### config.mk
export PLATFORM = sky130hd
export DESIGN_NAME = eth_stats_log_arb
export DESIGN_NICKNAME = d
export VERILOG_FILES = /design/src/rtl/eth_stats_log_arb_pkg.sv /design/src/rtl/eth_stats_log_arb_rr_arbiter.sv /design/src/rtl/eth_stats_log_arb.sv
export SDC_FILE = /design/constraint.sdc
export NUM_CORES = 1
export LEC_CHECK = 0
export ABC_AREA = 0
export CELL_PAD_IN_SITES_DETAIL_PLACEMENT = 0
export CELL_PAD_IN_SITES_GLOBAL_PLACEMENT = 1
export CORE_MARGIN = 10
export CORE_UTILIZATION = 44
export CTS_BUF_LIST = sky130_fd_sc_hd__clkbuf_2 sky130_fd_sc_hd__clkbuf_4 sky130_fd_sc_hd__clkbuf_8
export DETAILED_ROUTE_END_ITERATION = 10
export HOLD_SLACK_MARGIN = 0.02
export PLACE_DENSITY_LB_ADDON = 0.2
export SYNTH_ARGS = -nofsm -noshare
export SYNTH_HDL_FRONTEND = slang
export SYNTH_HIERARCHICAL = 1
export SYNTH_SLANG_ARGS = --single-unit
### constraint.sdc
create_clock -name clk -period 4.8 [get_ports clk]
set_input_delay 0.48 -clock clk [delete_from_list [all_inputs] [get_ports clk]]
set_output_delay 0.48 -clock clk [all_outputs]
set_load 0.005 [all_outputs]
### src/rtl/eth_stats_log_arb_pkg.sv
// Shared types and constants for the Ethernet latency stats log write path.
package eth_stats_log_arb_pkg;

  typedef struct packed {
    logic [15:0] flow_id;
    logic [15:0] seq_num;
    logic [31:0] latency_ns;
  } eth_latency_stats_struct;

  localparam int ETH_LATENCY_STATS_STRUCT_W = $bits(eth_latency_stats_struct);
  localparam int ETH_STATS_DROP_CNT_W       = 16;

  typedef enum logic [1:0] {
    ST_RUN    = 2'd0,
    ST_DRAIN  = 2'd1,
    ST_FROZEN = 2'd2
  } eth_stats_arb_state_e;

  // Index width for a source count; a single source still needs one bit.
  function automatic int idx_w(input int n);
    return (n > 1) ? $clog2(n) : 1;
  endfunction

endpackage

### src/rtl/eth_stats_log_arb_rr_arbiter.sv
// Combinational round-robin pick: first request at or after i_rr_ptr, wrapping.
module eth_stats_log_arb_rr_arbiter
  import eth_stats_log_arb_pkg::*;
#(
  parameter  int NUM_SRC = 2,
  localparam int IDX_W   = idx_w(NUM_SRC)
) (
  input  logic [NUM_SRC-1:0] i_req,
  input  logic [IDX_W-1:0]   i_rr_ptr,
  output logic [NUM_SRC-1:0] o_gnt_oh,
  output logic [IDX_W-1:0]   o_gnt_idx,
  output logic               o_gnt_any
);

  int               w_sum;
  logic [IDX_W-1:0] w_cand;

  always_comb begin
    o_gnt_oh  = '0;
    o_gnt_idx = '0;
    o_gnt_any = 1'b0;
    w_sum     = 0;
    w_cand    = '0;
    for (int k = 0; k < NUM_SRC; k++) begin
      w_sum = int'(i_rr_ptr) + k;
      if (w_sum >= NUM_SRC) w_sum = w_sum - NUM_SRC;
      w_cand = IDX_W'(w_sum);
      if (!o_gnt_any && i_req[w_cand]) begin
        o_gnt_any        = 1'b1;
        o_gnt_oh[w_cand] = 1'b1;
        o_gnt_idx        = w_cand;
      end
    end
  end

endmodule

### src/rtl/eth_stats_log_arb.sv
// Merges per-source record pulses onto the single stats log write port, with
// a freeze handshake for the log reader and per-source drop counters.
module eth_stats_log_arb
  import eth_stats_log_arb_pkg::*;
#(
  parameter  int NUM_SRC    = 2,
  parameter  int LOG_DATA_W = -1,
  parameter  int DROP_CNT_W = ETH_STATS_DROP_CNT_W,
  // Clamp keeps the default elaboration legal; real users override LOG_DATA_W.
  localparam int DW         = (LOG_DATA_W > 0) ? LOG_DATA_W : 1,
  localparam int IDX_W      = idx_w(NUM_SRC)
) (
  input  logic                          clk,
  input  logic                          rst_n,
  input  logic [NUM_SRC-1:0]            src_wr_val,
  input  logic [NUM_SRC*DW-1:0]         src_wr_data,
  output logic                          log_wr_req_val,
  output logic [DW-1:0]                 log_wr_req_data,
  input  logic                          freeze_req,
  output logic                          freeze_ack,
  input  logic                          clr_drop_cnt,
  output logic [NUM_SRC*DROP_CNT_W-1:0] drop_cnt,
  output eth_stats_arb_state_e          o_dbg_state,
  output logic [IDX_W-1:0]              o_dbg_rr_ptr
);

  // src_wr_val and log_wr_req_val are single-cycle qualifiers with no ready:
  // a record is taken in the cycle its valid is high, and the data beside it
  // is meaningful only in that cycle.

  eth_stats_arb_state_e  r_state, w_state_nxt;
  logic [NUM_SRC-1:0]    r_pend_val;
  logic [DW-1:0]         r_pend_data [NUM_SRC];
  logic [IDX_W-1:0]      r_rr_ptr;
  logic                  r_log_val;
  logic [DW-1:0]         r_log_data;
  logic [DROP_CNT_W-1:0] r_drop_cnt  [NUM_SRC];

  logic [NUM_SRC-1:0] w_req, w_gnt_oh, w_load, w_drop;
  logic [IDX_W-1:0]   w_gnt_idx, w_ptr_nxt;
  logic               w_gnt_any, w_grant_en, w_capture_en, w_freeze_ack;

  always_ff @(posedge clk) begin
    if (!rst_n) r_state <= ST_RUN;
    else        r_state <= w_state_nxt;
  end

  always_comb begin
    w_state_nxt = r_state;
    case (r_state)
      ST_RUN:    if (freeze_req) w_state_nxt = ST_DRAIN;
      ST_DRAIN: begin
        if (!freeze_req)                          w_state_nxt = ST_RUN;
        else if ((r_pend_val == '0) && !r_log_val) w_state_nxt = ST_FROZEN;
      end
      ST_FROZEN: if (!freeze_req) w_state_nxt = ST_RUN;
      default:   w_state_nxt = ST_RUN;
    endcase
  end

  always_comb begin
    w_grant_en   = 1'b0;
    w_capture_en = 1'b0;
    w_freeze_ack = 1'b0;
    case (r_state)
      ST_RUN: begin
        w_grant_en   = 1'b1;
        w_capture_en = 1'b1;
      end
      ST_DRAIN:  w_grant_en   = 1'b1;
      ST_FROZEN: w_freeze_ack = 1'b1;
      default: begin end
    endcase
  end

  assign w_req = r_pend_val & {NUM_SRC{w_grant_en}};

  eth_stats_log_arb_rr_arbiter #(.NUM_SRC(NUM_SRC)) u_rr_arbiter (
    .i_req     (w_req),
    .i_rr_ptr  (r_rr_ptr),
    .o_gnt_oh  (w_gnt_oh),
    .o_gnt_idx (w_gnt_idx),
    .o_gnt_any (w_gnt_any)
  );

  assign w_ptr_nxt = (w_gnt_idx == IDX_W'(NUM_SRC - 1)) ? '0 : w_gnt_idx + 1'b1;

  // A slot being granted this cycle can take a new record without loss.
  always_comb begin
    w_load = '0;
    w_drop = '0;
    for (int i = 0; i < NUM_SRC; i++) begin
      if (src_wr_val[i]) begin
        if (w_capture_en && (!r_pend_val[i] || w_gnt_oh[i])) w_load[i] = 1'b1;
        else                                                  w_drop[i] = 1'b1;
      end
    end
  end

  always_ff @(posedge clk) begin
    if (!rst_n) begin
      r_pend_val <= '0;
      r_rr_ptr   <= '0;
      r_log_val  <= 1'b0;
      r_log_data <= '0;
      for (int i = 0; i < NUM_SRC; i++) r_drop_cnt[i] <= '0;
    end else begin
      r_log_val  <= w_gnt_any;
      r_log_data <= w_gnt_any ? r_pend_data[w_gnt_idx] : '0;
      if (w_gnt_any) r_rr_ptr <= w_ptr_nxt;
      for (int i = 0; i < NUM_SRC; i++) begin
        if (w_load[i])        r_pend_val[i] <= 1'b1;
        else if (w_gnt_oh[i]) r_pend_val[i] <= 1'b0;
        // Clear first, then count the same-cycle drop on top of it.
        if (clr_drop_cnt)
          r_drop_cnt[i] <= DROP_CNT_W'(w_drop[i]);
        else if (w_drop[i] && (r_drop_cnt[i] != '1))
          r_drop_cnt[i] <= r_drop_cnt[i] + 1'b1;
      end
    end
  end

  always_ff @(posedge clk) begin
    for (int i = 0; i < NUM_SRC; i++) begin
      if (w_load[i]) r_pend_data[i] <= src_wr_data[i*DW +: DW];
    end
  end

  for (genvar g = 0; g < NUM_SRC; g++) begin : g_drop_cnt
    assign drop_cnt[g*DROP_CNT_W +: DROP_CNT_W] = r_drop_cnt[g];
  end

  assign log_wr_req_val  = r_log_val;
  assign log_wr_req_data = r_log_data;
  assign freeze_ack      = w_freeze_ack;
  assign o_dbg_state     = r_state;
  assign o_dbg_rr_ptr    = r_rr_ptr;

endmodule

==> metrics.txt <==
share of layout cells above drive strength 1=0.0669; final-report setup violation count=0; Worst setup startpoint=o_dbg_state[1]; required time reported for the critical path endpoint=between 4 and 5 ns; Detailed Route WL=a little under 5 mm; Clk network pwr share=0.297; weighted congestion reported at the end of routability-driven placement=around 0.78; mean instance size in the synthesized netlist=10.7 sq um; Static Leak=a little over 0.9 nW; cell count after synthesis=a little over 200; clk_lat worst skew=~0.29 ns; worst ir drop on vdd=approximately 0.14 mV; Via density=5.17; setup clock skew after layout=about 0.0083 ns; initial antenna violation count=0; proportion of total power due to net switching=0.241; All-Layer GR Usage=0.121; proportion of register bits with asynchronous set or reset after synthesis=0; initial standard-cell utilization of the core=0.457; dpl cells=about 310; clock transition at the register clock pins on the worst setup and hold paths after CTS=0.08 ns; number of global-route vias before repair=roughly 1.7k; number of gates resized after cts=0; largest buffer count on any clock path=2; Yosys cell types=43; vias=1659; post-CTS setup buffer count=0; HP Class=flop to flop; die span in y=90.3 um; final hold viol count=0; Max H-tree Level=2; sequential fraction of design power=0.571; crit path time final=2.82 ns; post-route non-filler standard cell count=approximately 320; leading cell types by total area after synthesis=sky130_fd_sc_hd__edfxtp_1 47%, sky130_fd_sc_hd__xnor2_1 8.9%, sky130_fd_sc_hd__dfxtp_1 6.4%; internal cell power=between 0.5 and 0.6 mW; number of buffer cells added on primary ports=45; fraction of the cycle the final worst path needs=0.588; transition time of the tightest slew-check pin=between 0.6 and 0.7 ns; combinational fraction of design power=0.131; Clock Sinks=41; starting DRC count in detailed routing=~100; drt wl/cell=about 15 um; smallest setup slack after layout=roughly 2 ns; maximum clock rate=approximately 350 MHz; Critical Path Sink=r_drop_cnt[1][14]; layout-stage area growth over the synthesis result=27.9%; CTS tree=done; global-route wire length before repair=roughly 8.2 mm; die outline width=90.3 um; count of nets after finishing=263; Crit Reg-Reg Endpoint=r_drop_cnt[1][14]; r2r worst-path depth=6; Synth area leader=sky130_fd_sc_hd__edfxtp_1; total of hold buffers inserted after clock tree synthesis=0; overall die area=8150 sq um; flop and latch count out of synthesis=between 40 and 50; total CTS buffers=5; startpoint type of the worst setup path=flop; aggregate negative setup slack=0 ns; RSZ-0062 raised after global routing=false; DRC violation count after routing=0; worst slack at placement=1.78 ns; reported max-cap violation count=0; share of the core filled with cells=0.585; number of flops mapped to enable cells by yosys=34; core outline area=between 4000 and 5000 sq um; # IOs=46; antenna-violating nets left=0; crit end category=flop; GRT Residual Overflow=0; run status=completed; reported net switching power=between 0.15 and 0.2 mW; number of synthesis warnings=6; prevailing post-synth register cell=sky130_fd_sc_hd__edfxtp_1; maximum fanout along the worst path=16; synthesized area=between 2000 and 2500 sq um; count of fill cells added during filler insertion=around 440; FF-to-FF Start=o_dbg_state[1]; critical setup path kind=flop to flop; standard-cell row count=25; arrival time reported for the critical path endpoint=roughly 2.7 ns; Synthesized Nets=~210; areal power density over the cells=275 nW/um^2; number of iterations in the first detailed-routing pass=4; setup slack, reg-to-reg=a little under 2 ns; proportion of synthesized chip area in sequential cells=0.534; area share of the largest cell type after synthesis=0.470; relative slew slack=0.556; total inserted antenna cells=0; final number of max-transition violations=0; clock tree root buffer cell=sky130_fd_sc_hd__clkbuf_8; detailed placement HPWL=around 3.7 mm; largest net degree at the start of global routing=17
-- stage by stage --
step	cell area [sq um]	hold slack (ns)	power, mW
after floorplan	2170	0.475	0.486
after global placement	2690	0.498	0.545
after detailed placement	2690	0.502	0.546
after CTS	2780	0.523	0.771
after global routing	2780	0.576	0.800
final	2780	0.515	0.765
-- cell usage in the layout (no fill, tap or decap), types with 8 or more instances in the layout --
master,n
sky130_fd_sc_hd__clkdlybuf4s50_1,45
sky130_fd_sc_hd__xnor2_1,22
sky130_fd_sc_hd__nand2_1,12
sky130_fd_sc_hd__inv_1,10
sky130_fd_sc_hd__edfxtp_1,34
sky130_fd_sc_hd__nand3_1,8
sky130_fd_sc_hd__nor2_1,35
sky130_fd_sc_hd__nor3_1,8
-- power by group through the flow --
stage,clock [mW],sequential [mW],combinational (mW)
3_3_place_gp,0,0.444,0.101
3_5_place_dp,0,0.445,0.102
4_1_cts,0.232,0.437,0.102
6_report,0.227,0.437,0.100
2_1_floorplan,0,0.441,0.0454
5_1_grt,0.247,0.441,0.112
-- worst max-delay path, stage by stage (launching register included) --
cell and delay, ns:
sky130_fd_sc_hd__dfxtp_1 0.40, sky130_fd_sc_hd__nor2b_1 0.25, sky130_fd_sc_hd__a21boi_1 0.21, sky130_fd_sc_hd__nor2b_1 0.09
sky130_fd_sc_hd__o311ai_1 0.49, sky130_fd_sc_hd__or2_1 0.47, sky130_fd_sc_hd__nand2_1 0.51
-- layout make-up --
cell class / instances / area (sq um) / share of cell area
Tap cell: 67 / 83.8 / 0.0302
Inverter: 11 / 41.3 / 0.0149
Multi-Input combinational cell: 149 / 955 / 0.343
Timing Repair Buffer: 45 / 450 / 0.162
Clock inverter: 1 / 5.00 / 0.00180
Clock buffer: 7 / 83.8 / 0.0302
Sequential cell: 41 / 1160 / 0.418
-- flip-flops by register name, indices dropped and copies added, names as in the netlist --
signal,cells
r_pend_data,2
r_drop_cnt,32
o_dbg_state,2
r_pend_val,2
log_wr_req_data,1
o_dbg_rr_ptr,1
log_wr_req_val,1
-- cells by family (layout without fill, tap and decap cells) --
family / after synthesis / count (layout) / share of synthesized area
flops: 41 / 41 / 0.534
fa+ha+maj: 2 / 2 / 0.0115
mux: 1 / 1 / 0.00461
xor+xnor: 25 / 25 / 0.101
compound gates: 20 / 20 / 0.0679
buf+inv: 14 / 64 / 0.0265
simple gates: 101 / 101 / 0.254
-- per-layer routing --
metal	track usage	wire length, um
met5	0	0
met4	0.0438	59
met3	0.0474	317
met2	0.189	2300
met1	0.148	2270
-- Yosys cell counts, types with 5 or more instances --
cell and instances:
sky130_fd_sc_hd__a21oi_1 5, sky130_fd_sc_hd__dfxtp_1 7, sky130_fd_sc_hd__edfxtp_1 34, sky130_fd_sc_hd__inv_1 10
sky130_fd_sc_hd__nand2_1 12, sky130_fd_sc_hd__nand3_1 8, sky130_fd_sc_hd__nand4_1 6, sky130_fd_sc_hd__nor2_1 35
sky130_fd_sc_hd__nor2b_1 7, sky130_fd_sc_hd__nor3_1 8, sky130_fd_sc_hd__nor4_1 7, sky130_fd_sc_hd__xnor2_1 22
-- worst min-delay path by stage --
| stage | from | to | slack [ns] | cells after the start |
|---|---|---|---|---|
| global route | r_pend_data[0] | log_wr_req_data | 0.58 | 2 |
| detailed placement | r_pend_data[0] | log_wr_req_data | 0.50 | 2 |
| CTS | r_pend_data[0] | log_wr_req_data | 0.52 | 2 |
| global placement | r_pend_data[0] | log_wr_req_data | 0.50 | 2 |
| floorplan | r_pend_data[0] | log_wr_req_data | 0.47 | 2 |
| finish | r_pend_data[0] | log_wr_req_data | 0.51 | 2 |
(Power assumes the default switching activity.)
